<file path="config.mk">
export PLATFORM = sky130hd
export DESIGN_NAME = seg_scan_decoder
export DESIGN_NICKNAME = d
export VERILOG_FILES = /design/src/rtl/seg_pkg.sv /design/src/rtl/seg_pattern_decode.sv /design/src/rtl/seg_scan_decoder.sv
export SDC_FILE = /design/constraint.sdc
export NUM_CORES = 1
export LEC_CHECK = 0
export CAP_MARGIN = 15
export CORE_UTILIZATION = 50
export CTS_CLUSTER_DIAMETER = 200
export DETAILED_ROUTE_END_ITERATION = 10
export GPL_TIMING_DRIVEN = 0
export PLACE_DENSITY = 0.7
export RECOVER_POWER = 100
export SYNTH_ARGS = -nofsm -noshare
export SYNTH_HDL_FRONTEND = slang
export SYNTH_SLANG_ARGS = --single-unit
</file>
<file path="constraint.sdc">
create_clock -name clk -period 2.6 [get_ports clk]
set_input_delay 0.65 -clock clk [delete_from_list [all_inputs] [get_ports clk]]
set_output_delay 0.65 -clock clk [all_outputs]
set_load 0.03 [all_outputs]
</file>
<file path="src/rtl/seg_pkg.sv">
// rtl/seg_pkg.sv - shared types, segment table and select helpers for the scan decoder
package seg_pkg;

   // Scan FSM states
   typedef enum logic [1:0] {
      ST_IDLE   = 2'd0,
      ST_SETTLE = 2'd1,
      ST_HOLD   = 2'd2
   } state_t;

   // All digit selects inactive (active-low bus)
   localparam logic [3:0] SEL_BLANK = 4'b1111;

   // Active-low g..a pattern for each hex nibble; entry i decodes to nibble i
   localparam logic [15:0][6:0] SEG_TABLE = '{
      7'h0E, 7'h06, 7'h21, 7'h46, 7'h03, 7'h08, 7'h10, 7'h00,
      7'h78, 7'h02, 7'h12, 7'h19, 7'h30, 7'h24, 7'h79, 7'h40
   };

   // A select is legal when exactly one active-low bit is driven low
   function automatic logic sel_is_legal(input logic [3:0] sel);
      return $onehot(~sel);
   endfunction

   // Position of the low bit in a legal active-low one-hot select
   function automatic logic [1:0] sel_index(input logic [3:0] sel);
      logic [1:0] idx;
      idx = 2'd0;
      for (int i = 0; i < 4; i++) begin
         if (!sel[i]) begin
            idx = 2'(i);
         end
      end
      return idx;
   endfunction

endpackage

</file>
<file path="src/rtl/seg_pattern_decode.sv">
// rtl/seg_pattern_decode.sv - combinational seven-segment pattern to nibble lookup
module seg_pattern_decode
   import seg_pkg::*;
(
   input  logic [6:0] pattern,
   output logic [3:0] nibble,
   output logic       match
);

   // Search the table; nibble stays 0 when no entry matches
   always_comb begin
      nibble = 4'h0;
      match  = 1'b0;
      for (int i = 0; i < 16; i++) begin
         if (pattern == SEG_TABLE[i]) begin
            nibble = 4'(i);
            match  = 1'b1;
         end
      end
   end

endmodule

</file>
<file path="src/rtl/seg_scan_decoder.sv">
// rtl/seg_scan_decoder.sv - recovers a 4-digit hex value from a multiplexed 7-seg scan
module seg_scan_decoder
   import seg_pkg::*;
#(
   parameter int SETTLE  = 4,
   parameter int TIMEOUT = 1_000_000
) (
   input  logic        clk,
   input  logic        rst_n,
   input  logic [7:0]  HEX,
   input  logic [3:0]  HEX_DIGIT,
   output logic [15:0] value,
   output logic [3:0]  dp,
   output logic        valid,
   output logic        frame_done,
   output logic        err,
   output logic        stall
);

   localparam int SW = (SETTLE > 1) ? $clog2(SETTLE) : 1;
   localparam int TW = (TIMEOUT > 1) ? $clog2(TIMEOUT + 1) : 1;
   localparam logic [SW-1:0] SETTLE_LAST = SW'(SETTLE - 1);
   localparam logic [TW-1:0] TMO_MAX     = TW'(TIMEOUT);

   state_t        state_q,      state_d;
   logic [3:0]    cur_sel_q,    cur_sel_d;
   logic [SW-1:0] settle_cnt_q, settle_cnt_d;
   logic [7:0]    hex_prev_q,   hex_prev_d;
   logic [3:0]    seen_q,       seen_d;
   logic [15:0]   slot_nib_q,   slot_nib_d;
   logic [3:0]    slot_dp_q,    slot_dp_d;
   logic [15:0]   value_q,      value_d;
   logic [3:0]    dp_q,         dp_d;
   logic          valid_q,      valid_d;
   logic          frame_done_q, frame_done_d;
   logic          err_q,        err_d;
   logic [TW-1:0] tmo_cnt_q,    tmo_cnt_d;
   logic          stall_q,      stall_d;

   logic [3:0] dec_nibble;
   logic       dec_match;
   logic [1:0] cur_idx;
   logic       sel_legal;
   logic       sel_blank;
   logic       sel_illegal;
   logic       commit;

   seg_pattern_decode u_decode (
      .pattern (HEX[6:0]),
      .nibble  (dec_nibble),
      .match   (dec_match)
   );

   assign cur_idx     = sel_index(cur_sel_q);
   assign sel_legal   = sel_is_legal(HEX_DIGIT);
   assign sel_blank   = (HEX_DIGIT == SEL_BLANK);
   assign sel_illegal = !sel_legal && !sel_blank;
   assign commit      = (seen_q == 4'hF);

   // Next-state logic: scan FSM, slot capture, frame commit and timeout
   always_comb begin
      state_d      = state_q;
      cur_sel_d    = cur_sel_q;
      settle_cnt_d = settle_cnt_q;
      hex_prev_d   = HEX;
      seen_d       = seen_q;
      slot_nib_d   = slot_nib_q;
      slot_dp_d    = slot_dp_q;
      value_d      = value_q;
      dp_d         = dp_q;
      valid_d      = valid_q;
      frame_done_d = 1'b0;
      err_d        = 1'b0;

      // A full set of slots is published one cycle after the last capture
      if (commit) begin
         value_d      = slot_nib_q;
         dp_d         = slot_dp_q;
         valid_d      = 1'b1;
         frame_done_d = 1'b1;
         seen_d       = 4'h0;
      end

      if (sel_illegal) begin
         err_d        = 1'b1;
         seen_d       = 4'h0;
         settle_cnt_d = '0;
         state_d      = ST_IDLE;
      end else begin
         case (state_q)
            ST_IDLE: begin
               if (sel_legal) begin
                  cur_sel_d    = HEX_DIGIT;
                  settle_cnt_d = '0;
                  state_d      = ST_SETTLE;
               end
            end
            ST_SETTLE: begin
               if (sel_blank) begin
                  state_d = ST_IDLE;
               end else if (HEX_DIGIT != cur_sel_q) begin
                  cur_sel_d    = HEX_DIGIT;
                  settle_cnt_d = '0;
               end else if (HEX != hex_prev_q) begin
                  settle_cnt_d = '0;
               end else if (settle_cnt_q == SETTLE_LAST) begin
                  // Unmatched patterns still occupy the slot, as nibble 0
                  slot_nib_d[{cur_idx, 2'b00} +: 4] = dec_match ? dec_nibble : 4'h0;
                  slot_dp_d[cur_idx] = ~HEX[7];
                  seen_d[cur_idx]    = 1'b1;
                  err_d              = !dec_match;
                  state_d            = ST_HOLD;
               end else begin
                  settle_cnt_d = settle_cnt_q + 1'b1;
               end
            end
            ST_HOLD: begin
               if (sel_blank) begin
                  state_d = ST_IDLE;
               end else if (HEX_DIGIT != cur_sel_q) begin
                  cur_sel_d    = HEX_DIGIT;
                  settle_cnt_d = '0;
                  state_d      = ST_SETTLE;
               end
            end
            default: begin
               state_d = ST_IDLE;
            end
         endcase
      end

      if (commit) begin
         tmo_cnt_d = '0;
      end else if (tmo_cnt_q != TMO_MAX) begin
         tmo_cnt_d = tmo_cnt_q + 1'b1;
      end else begin
         tmo_cnt_d = tmo_cnt_q;
      end
      stall_d = (tmo_cnt_d == TMO_MAX);
   end

   // State and registered outputs; reset discards any partial frame
   always_ff @(posedge clk or negedge rst_n) begin
      if (!rst_n) begin
         state_q      <= ST_IDLE;
         cur_sel_q    <= SEL_BLANK;
         settle_cnt_q <= '0;
         hex_prev_q   <= 8'hFF;
         seen_q       <= 4'h0;
         slot_nib_q   <= 16'h0000;
         slot_dp_q    <= 4'h0;
         value_q      <= 16'h0000;
         dp_q         <= 4'h0;
         valid_q      <= 1'b0;
         frame_done_q <= 1'b0;
         err_q        <= 1'b0;
         tmo_cnt_q    <= '0;
         stall_q      <= 1'b0;
      end else begin
         state_q      <= state_d;
         cur_sel_q    <= cur_sel_d;
         settle_cnt_q <= settle_cnt_d;
         hex_prev_q   <= hex_prev_d;
         seen_q       <= seen_d;
         slot_nib_q   <= slot_nib_d;
         slot_dp_q    <= slot_dp_d;
         value_q      <= value_d;
         dp_q         <= dp_d;
         valid_q      <= valid_d;
         frame_done_q <= frame_done_d;
         err_q        <= err_d;
         tmo_cnt_q    <= tmo_cnt_d;
         stall_q      <= stall_d;
      end
   end

   assign value      = value_q;
   assign dp         = dp_q;
   assign valid      = valid_q;
   assign frame_done = frame_done_q;
   assign err        = err_q;
   assign stall      = stall_q;

endmodule

</file>
## Word level (Yosys, flattened, before mapping)

Index checks and enable logic that the tools add are counted.

- Flip-flop bits (word level): 84
- Output and inout port bits: 24
- Input port bits: 14
- Logic and storage cells: 159

- Bitwise gates (word level): 7
- Mux-type cells: 77
- Shift-type cells: 2
- Reduce and logical (&&, ||, !) cells: 14
- Eq/ne operators: 37
- Add/sub/neg operators: 6
- $lt $le $gt $ge: 2

Operators with widths:

| kind | number |
|---|---|
| 2-to-1 mux 4 bit | 19 |
| 2-to-1 mux 2 bit | 20 |
| 2-to-1 mux 20 bit | 2 |
| equality test 7 bit (second input constant) | 4 |
| 2-to-1 mux 1 bit | 26 |
| equality test 7 x 5 -> 1 bit (second input constant) | 3 |
| equality test 7 x 6 -> 1 bit (second input constant) | 3 |
| adder 20 x 1 -> 20 bit (second input constant) | 1 |
| equality test 20 bit (second input constant) | 1 |
| != test 20 bit (second input constant) | 1 |
| bitwise mux 16 bit | 1 |
| != test 4 bit (second input constant) | 4 |
| variable shift 4 x 6 -> 16 bit (first input constant) | 1 |
| variable part select 4 x 6 -> 16 bit | 1 |
| equality test 7 x 2 -> 1 bit (second input constant) | 2 |
| equality test 7 x 4 -> 1 bit (second input constant) | 2 |
| 2-to-1 mux 3 bit | 4 |
| != test 3 bit (second input constant) | 4 |
| one-hot mux 2 bit (3 select lines) | 2 |
| AND reduction 6 bit | 2 |
| AND reduction 5 bit | 2 |
| equality test 4 bit (second input constant) | 2 |
| != test 8 bit | 1 |
| one-hot mux 4 bit (2 select lines) | 1 |
| other kinds (26) | 36 |

## Depth between registers and ports, before layout

Gate-level depths: netlist (run 1).

- Word-level depth: 24
- Gate-level depth with buffers: 10
- Mapped depth without buffers: 10

## By module

From an unflattened synthesis (run 1), not the netlist that was laid out.

- Cell total of the unflattened synthesis: 469
- Area total of the unflattened synthesis: 4,443.0 um2

By module, submodules not included:

| module | area each (um2) | cells each | instances |
|---|---|---|---|
| seg_scan_decoder | 4,106.4 | 414 | 1 |
| seg_pattern_decode | 336.6 | 55 | 1 |

## Worst setup path after synthesis (run 1)

Ideal clock, no wire load.

- Path kind: input to register
- Start point: input HEX_DIGIT[0]
- End point: register state_q[0]
- Setup time: 0.125 ns
- Required time: 2.475 ns
- Path slack: -0.634 ns
- Cell stages on the path: 10
- Arrival: 3.110 ns
- Cells stage by stage: fa_1 > inv_1 > ha_1 > ha_1 > or3b_2 > nor2_1 > nand3_1 > and2_1 > o21ai_1 > mux2_2

- Cells in the longest elaborated chain, start to end: 8

RTL lines:

| item | RTL line | text |
|---|---|---|
| start, declared | seg_scan_decoder.sv:11 | `input logic [3:0] HEX_DIGIT,` |
| NOT 4 bit | seg_pkg.sv:22 | `return $onehot(~sel);` |
| adder 1 x 1 -> 2 bit (implied by the code) | seg_pkg.sv:22 |  |
| adder 2 x 2 -> 3 bit (implied by the code) | seg_pkg.sv:22 |  |
| equality test 3 x 1 -> 1 bit | seg_pkg.sv:22 |  |
| logical NOT 1 bit | seg_scan_decoder.sv:57 | `assign sel_illegal = !sel_legal && !sel_blank;` |
| logical AND 1 bit | seg_scan_decoder.sv:57 |  |
| != test 4 bit (no source line) or != test 3 bit (tied branches) | -- |  |
| AND reduction 5 bit (no source line) | -- |  |
| end signal, assigned | seg_scan_decoder.sv:160 | `state_q <= state_d;` |
| end, declared | seg_scan_decoder.sv:25 | `state_t state_q, state_d;` |

Several ways; a longest one is shown, not always the timed one.
A chain may end at the register's enable or synchronous reset.

## Worst setup path in the final report (run 1)

- Start point: input HEX_DIGIT[1]
- End point: register cur_sel_q[3]

- Cells in the longest elaborated chain, start to end: 8

RTL lines:

| item | RTL line | text |
|---|---|---|
| NOT 4 bit | seg_pkg.sv:22 |  |
| adder 1 x 1 -> 2 bit (implied by the code) | seg_pkg.sv:22 |  |
| adder 2 x 2 -> 3 bit (implied by the code) | seg_pkg.sv:22 |  |
| equality test 3 x 1 -> 1 bit | seg_pkg.sv:22 |  |
| logical NOT 1 bit | seg_scan_decoder.sv:57 |  |
| logical AND 1 bit | seg_scan_decoder.sv:57 |  |
| NOT 1 bit (no source line) | -- |  |
| AND reduction 5 bit (no source line) (*) | -- |  |
| end signal, assigned | seg_scan_decoder.sv:161 | `cur_sel_q <= cur_sel_d;` |
| end, declared | seg_scan_decoder.sv:26 | `logic [3:0] cur_sel_q, cur_sel_d;` |

Every way passes the cells marked *; elsewhere a longest branch is shown, timed or not.

==> results of run 1 <==
-- state kept, by name, indices dropped and copies added, names as in the netlist --
register and flops:
tmo_cnt_q 20, slot_dp_q 4, valid 1, cur_sel_q 4, frame_done 1, value 16
stall 1, seen_q 4, dp 4, slot_nib_q 16, hex_prev_q 8, state_q 2
err 1, settle_cnt_q 2
-- layout make-up --
type / count / area share (%)
inverter: 15 / 1.02
tap: 108 / 2.45
buffer: 24 / 2.25
clock buffer: 9 / 2.25
timing repair buffer: 44 / 7.54
multi-input combinational: 364 / 44.2
sequential: 84 / 38.4
clock inverter: 7 / 1.88
-- cells by family after synthesis --
family	synth area share, %
buffers and inverters	3.86
AO/OA/AOI/OAI	9.22
flip-flops	47.0
AND/OR/NAND/NOR	27.9
XOR/XNOR	6.03
multiplexers	1.69
adder cells (fa/ha/maj)	4.33
-- routing by layer --
layer | wire length, µm | part of all wire, %
met1 | 4760 | 48
met2 | 4670 | 47
met3 | 340 | 3.4
met4 | 116 | 1.2
met5 | 0 | 0
-- worst paths after layout --
kind                              start           end  slack (ps)
setup reg to reg           tmo_cnt_q[0]         stall         160
setup / recovery           HEX_DIGIT[1]  cur_sel_q[3]        -110
max in group asynchronous         rst_n     seen_q[3]         550
hold / removal                    valid         valid         470
hold reg to reg                   valid         valid         470
min in group asynchronous         rst_n  tmo_cnt_q[7]         500
-- timing repair --
action                                  CTS  global route
gates cloned                              1             1
pin swaps                                 9            11
setup buffers                             6             0
endpoints found under the setup margin   29            30
resized for setup                        32            25
-- cells in the mapped netlist, drive strengths merged (3+ instances only) --
library cell | number | area [µm²]
and3 | 6 | 37.5
a21o | 3 | 22.5
nand3 | 24 | 125
xnor2 | 7 | 61.3
xor2 | 24 | 210
and2 | 4 | 25.0
nand3b | 4 | 30.0
nor3 | 15 | 80.1
ha | 14 | 175
mux2 | 5 | 56.3
inv | 15 | 56.3
dfstp | 12 | 315
dfrtp | 72 | 1800
a22oi | 4 | 30.0
nor4 | 10 | 83.8
nand2 | 101 | 379
clkbuf | 19 | 73.8
nand2b | 6 | 37.5
or3 | 8 | 50.1
buf | 6 | 43.8
o21a | 3 | 22.5
nor2b | 3 | 18.8
o31ai | 6 | 45.0
a21oi | 12 | 60.1
nand4 | 16 | 149
o21ai | 19 | 95.1
nor3b | 4 | 30.0
nor2 | 37 | 139
-- report_power, final --
group | switching, W | internal (W)
sequential | 0.0000402 | 0.00138
combinational | 0.000422 | 0.000253
clock | 0.000505 | 0.000557
-- metrics by stage --
step           setup slack, ps  power (W)  std cells  utilization (%)  cell area [µm²]
6_report                  -110    0.00316        655             63.2             5510
3_5_place_dp             -1050    0.00202        632             58.5             5100
4_1_cts                   -144    0.00314        655             62.6             5460
2_1_floorplan             -344    0.00185        486                -             4570
5_1_grt                   -130    0.00331        655             63.2             5510
3_3_place_gp             -2060    0.00200        631             58.2             5080
-- layout by cell type, fill, tap and decap left out, types with 4 or more instances in the layout --
cell type,count
clkbuf_1,16
dfrtp_1,72
nor3_1,10
xor2_1,24
clkbuf_2,4
nor2_1,34
or3_1,8
xnor2_1,7
ha_1,12
nand4_1,11
mux2_4,4
dlygate4sd3_1,30
nor4_1,5
nand4_4,6
inv_1,15
buf_4,5
buf_6,5
and3_1,5
nand2b_1,6
nand2_1,98
nand3b_1,4
a21oi_1,9
dfstp_2,12
a22oi_1,4
inv_6,4
nand3_1,22
nor3_2,5
clkbuf_8,9
o21ai_0,15
==> flow_summary.json, run 1 <==
{
  "irDropWorstVdd_v": 0.000303,
  "gp_congestion": 0.858,
  "routed-via-count": 3645,
  "p_leak_nw": 2.56,
  "fin_tns_setup_ps": -525,
  "async_reset_ff_share_pct": 100,
  "end_kind": "register",
  "finalSetupViolations": 10,
  "cp_slowest_cell": "fa_1",
  "initial_core_util_pct": 51.6,
  "holdWs_ps": 467,
  "numCtsBuffers": 9,
  "drt-total-wl_um": 9890,
  "use_met2_pct": 34.2,
  "core_area_um2": 8720,
  "cap_violations": 0,
  "hp-class": "reg2reg",
  "cp_max_fo": 4,
  "relSlewSlack_pct": 24.6,
  "grt_antenna_before_repair": 0,
  "die-area_um2": 9390,
  "diodes": 0,
  "violations": "negative setup slack",
  "critical-path-top-delay-family": "adder cells",
  "worstPathCellList": "buf_8, fa_1, inv_1, ha_2, ha_4, or3b_4, o32a_1, nor2_4, mux2_4",
  "whs_path_depth": 1,
  "path_buf_inv": 2,
  "die_width_um": 96.9,
  "drt_iter0_drc": 233,
  "fmax_mhz": 369,
  "grt_use_met1_pct": 31.4,
  "ys.flop_type": "dfrtp_1",
  "power_density_nw_per_um2": 573,
  "dp_hpwl_um": 6760,
  "syn_area_um2": 4500,
  "firstDrtPassIters": 4,
  "rr_worst_depth": 9,
  "finalCritPeriodShare_pct": 104,
  "synth_warnings": 0,
  "worst-path-stages": 9,
  "post_drt_wl_per_cell_um": 15.1,
  "clk_path_buf_depth": 2,
  "worst_slack_ps": -110,
  "grt.busiest_layer": "met2",
  "worst_slew_pin_slew_ps": 1130,
  "synthCells": 486,
  "drc": 0,
  "required_ps": 2870,
  "port_buffers": 37,
  "root_buffer": "clkbuf_8",
  "clock_sinks": 84,
  "maxSlewViolCount": 0,
  "multi_input_area_um2": 2440,
  "drive_gt1_share_pct": 17.0,
  "critical_path_class": "in2reg",
  "rows": 34,
  "cts_tree": "built",
  "arrival_ps": 2980,
  "crit_path_start_kind": "primary input",
  "grt_pass1_wl_um": 16800,
  "synth_fp_nets": 515,
  "n_fill_cell": 748,
  "gr-total-overflow": 0,
  "avgViaCountPerCell": 5.56,
  "antenna_left": 0,
  "hold_viol": 0,
  "syn_to_final_growth_pct": 22.4,
  "fp.dieH_um": 96.9,
  "grt_setup_unrepaired": "true",
  "status": "complete, but fails checks",
  "seq_area_frac_synth_pct": 47.0,
  "ys_ff_latch": 84,
  "nNetsFinal": 571,
  "cts_hold_buf": 0,
  "clk_pin_slew_ps": 90,
  "slowest_delay_ps": 540,
  "finalClockSkew_ps": 12.1,
  "use_met3_pct": 3.25,
  "clkLatencyLatePin_ps": 350,
  "ff_latch_area_um2": 2120,
  "htree_levels": 3,
  "grt_start_max_net_pins": 65,
  "ios": 38,
  "postSynthAreaPerCell_um2": 9.27,
  "grt_pass1_vias": 3578,
  "gr-usage-all-layers_pct": 21.8,
  "period_needed_ps": 2710,
  "ys_types": 63,
  "synth-edff-count": 0
}
Power figures use the tool's default switching activity.
==> inputs of run 2 (changes only) <==
--- a/config.mk
+++ b/config.mk
@@ -12,6 +12,7 @@
 export GPL_TIMING_DRIVEN = 0
 export PLACE_DENSITY = 0.7
 export RECOVER_POWER = 100
+export SLEW_MARGIN = 20
 export SYNTH_ARGS = -nofsm -noshare
 export SYNTH_HDL_FRONTEND = slang
 export SYNTH_SLANG_ARGS = --single-unit
==> run 2 against run 1 <==
- the flow still finishes with violations (negative setup slack)
- setup slack got worse by 34 ps
- count of clock-buffer cells in the layout stayed put
- clock skew shrank 2.3 ps
- hold slack barely moved
- via count up 0.93%
- register-to-register slack got worse by 20 ps
- total power shrank 3.1%
- clock power is 9% lower
- highest routed layer unchanged
==> flow_summary.json, run 2 (same netlist as run 1, synthesis figures left out) <==
{
  "clkLatencyLatePin_ps": 350,
  "hp-class": "reg2reg",
  "placedCellCount": 632,
  "nNetsFinal": 571,
  "cp_slowest_cell": "fa_1",
  "core_area_um2": 8720,
  "drive_gt1_share_pct": 16.5,
  "initial_core_util_pct": 51.6,
  "grt_start_max_net_pins": 61,
  "drc": 0,
  "routed-via-count": 3679,
  "firstDrtPassIters": 4,
  "finalCritPeriodShare_pct": 106,
  "p_leak_nw": 2.56,
  "grt_antenna_before_repair": 0,
  "worst_slew_pin_slew_ps": 1350,
  "fmax_mhz": 364,
  "r2r-start": "tmo_cnt_q[0]",
  "holdWs_ps": 467,
  "period_needed_ps": 2740,
  "drt_iter0_drc": 222,
  "drt-total-wl_um": 9830,
  "cp_max_fo": 4,
  "largest_reg_flops": 20,
  "power_density_nw_per_um2": 557,
  "die_width_um": 96.9,
  "cts_hold_buf": 0,
  "clk_path_buf_depth": 2,
  "largest-register": "tmo_cnt_q",
  "root_buffer": "clkbuf_8",
  "required_ps": 2880,
  "layoutNonFillerInstCount": 655,
  "grt_setup_unrepaired": "true",
  "grt_pass1_wl_um": 16800,
  "end_kind": "register",
  "numCtsBuffers": 9,
  "min_from": "slot_nib_q[15]",
  "post_drt_wl_per_cell_um": 15.0,
  "final_common_cell": "nand2_1",
  "die-area_um2": 9390,
  "critical_path_class": "in2reg",
  "path_buf_inv": 2,
  "cts_tree": "built",
  "syn_to_final_growth_pct": 21.8,
  "maxSlewViolCount": 0,
  "startpoint": "HEX_DIGIT[1]",
  "fp.dieH_um": 96.9,
  "violations": "negative setup slack",
  "status": "complete, but fails checks",
  "critical-path-top-delay-family": "adder cells",
  "gp_congestion": 0.858,
  "avgViaCountPerCell": 5.62,
  "fin_tns_setup_ps": -736,
  "relSlewSlack_pct": 10.1,
  "grt_pass1_vias": 3600,
  "cap_violations": 0,
  "antenna_left": 0,
  "dp_hpwl_um": 6810,
  "ios": 38,
  "clk_pin_slew_ps": 90,
  "rows": 34,
  "worst_slack_ps": -144,
  "finalSetupViolations": 12,
  "hold_viol": 0,
  "gr-total-overflow": 0,
  "irDropWorstVdd_v": 0.000334,
  "port_buffers": 37,
  "diodes": 0,
  "arrival_ps": 3020,
  "worstPathCellList": "buf_8, fa_1, inv_1, ha_2, ha_4, or3b_4, o32a_1, nor2_4, mux2_4",
  "htree_levels": 3,
  "layout_common_cells": "97 x nand2_1, 72 x dfrtp_1, 34 x nor2_1",
  "slowest_delay_ps": 540,
  "crit_path_start_kind": "primary input",
  "gr-usage-all-layers_pct": 21.9,
  "clock_sinks": 84,
  "finalClockSkew_ps": 9.88
}
==> run 2: power by group <==
part	leakage [nW]	switching, W	internal [W]
Combinational	1.34	0.000422	0.000251
Sequential	1.11	0.0000403	0.00138
Clock	0.101	0.000506	0.000459
==> run 2: cell type report <==
cell class / instances / area [µm²]
Clock buffer: 9 / 124
Sequential cell: 84 / 2120
Timing Repair Buffer: 44 / 423
Buffer: 24 / 116
Inverter: 15 / 56.3
Clock inverter: 7 / 81.3
Multi-Input combinational cell: 364 / 2430
Fill cell: 735 / 3230
Tap cell: 108 / 135
==> run 2: repair_timing <==
action / in CTS / in global routing
buffers inserted: 6 / 1
setup endpoints to repair: 29 / 30
cloned: 1 / 1
pin swaps: 10 / 15
gates resized for setup: 34 / 23
==> run 2: path summary, 6_finish.rpt <==
path                                 end  slack [ps]  depth (start not counted)
setup / recovery            cur_sel_q[3]        -140                          9
hold / removal                 value[15]         470                          2
setup reg to reg                   stall         140                          9
hold reg to reg                value[15]         470                          2
max in group asynchronous       value[6]         460                          2
min in group asynchronous  tmo_cnt_q[15]         580                          1
==> run 2: metal layers <==
| metal | global-route usage [%] | up-vias | part of all wire [%] |
|---|---|---|---|
| met5 | 0 | - | 0 |
| met4 | 6.77 | 0 | 1.1 |
| met3 | 3.11 | 11 | 3.4 |
| met2 | 34.7 | 72 | 47 |
| met1 | 31.1 | 1799 | 48 |
| li1 | - | 1797 | - |
==> run 2: worst reg2reg max path, cell delays in order, from the launching register on <==
cell and delay, ps:
dfrtp_1 440, inv_1 100, ha_1 160, nor4bb_1 220, nand4_1 130, or4_1 430, clkbuf_1 170, mux2_1 250
nand4_1 140, nor4_2 330
==> run 2: metrics by stage <==
step	setup slack [ps]	area [µm²]	util (%)	power [W]
floorplan	-344	4570	-	0.00185
global placement	-2060	5080	58.2	0.00200
detailed placement	-1050	5100	58.5	0.00203
CTS	-145	5440	62.4	0.00305
global route	-174	5490	62.9	0.00321
finish	-144	5490	62.9	0.00306
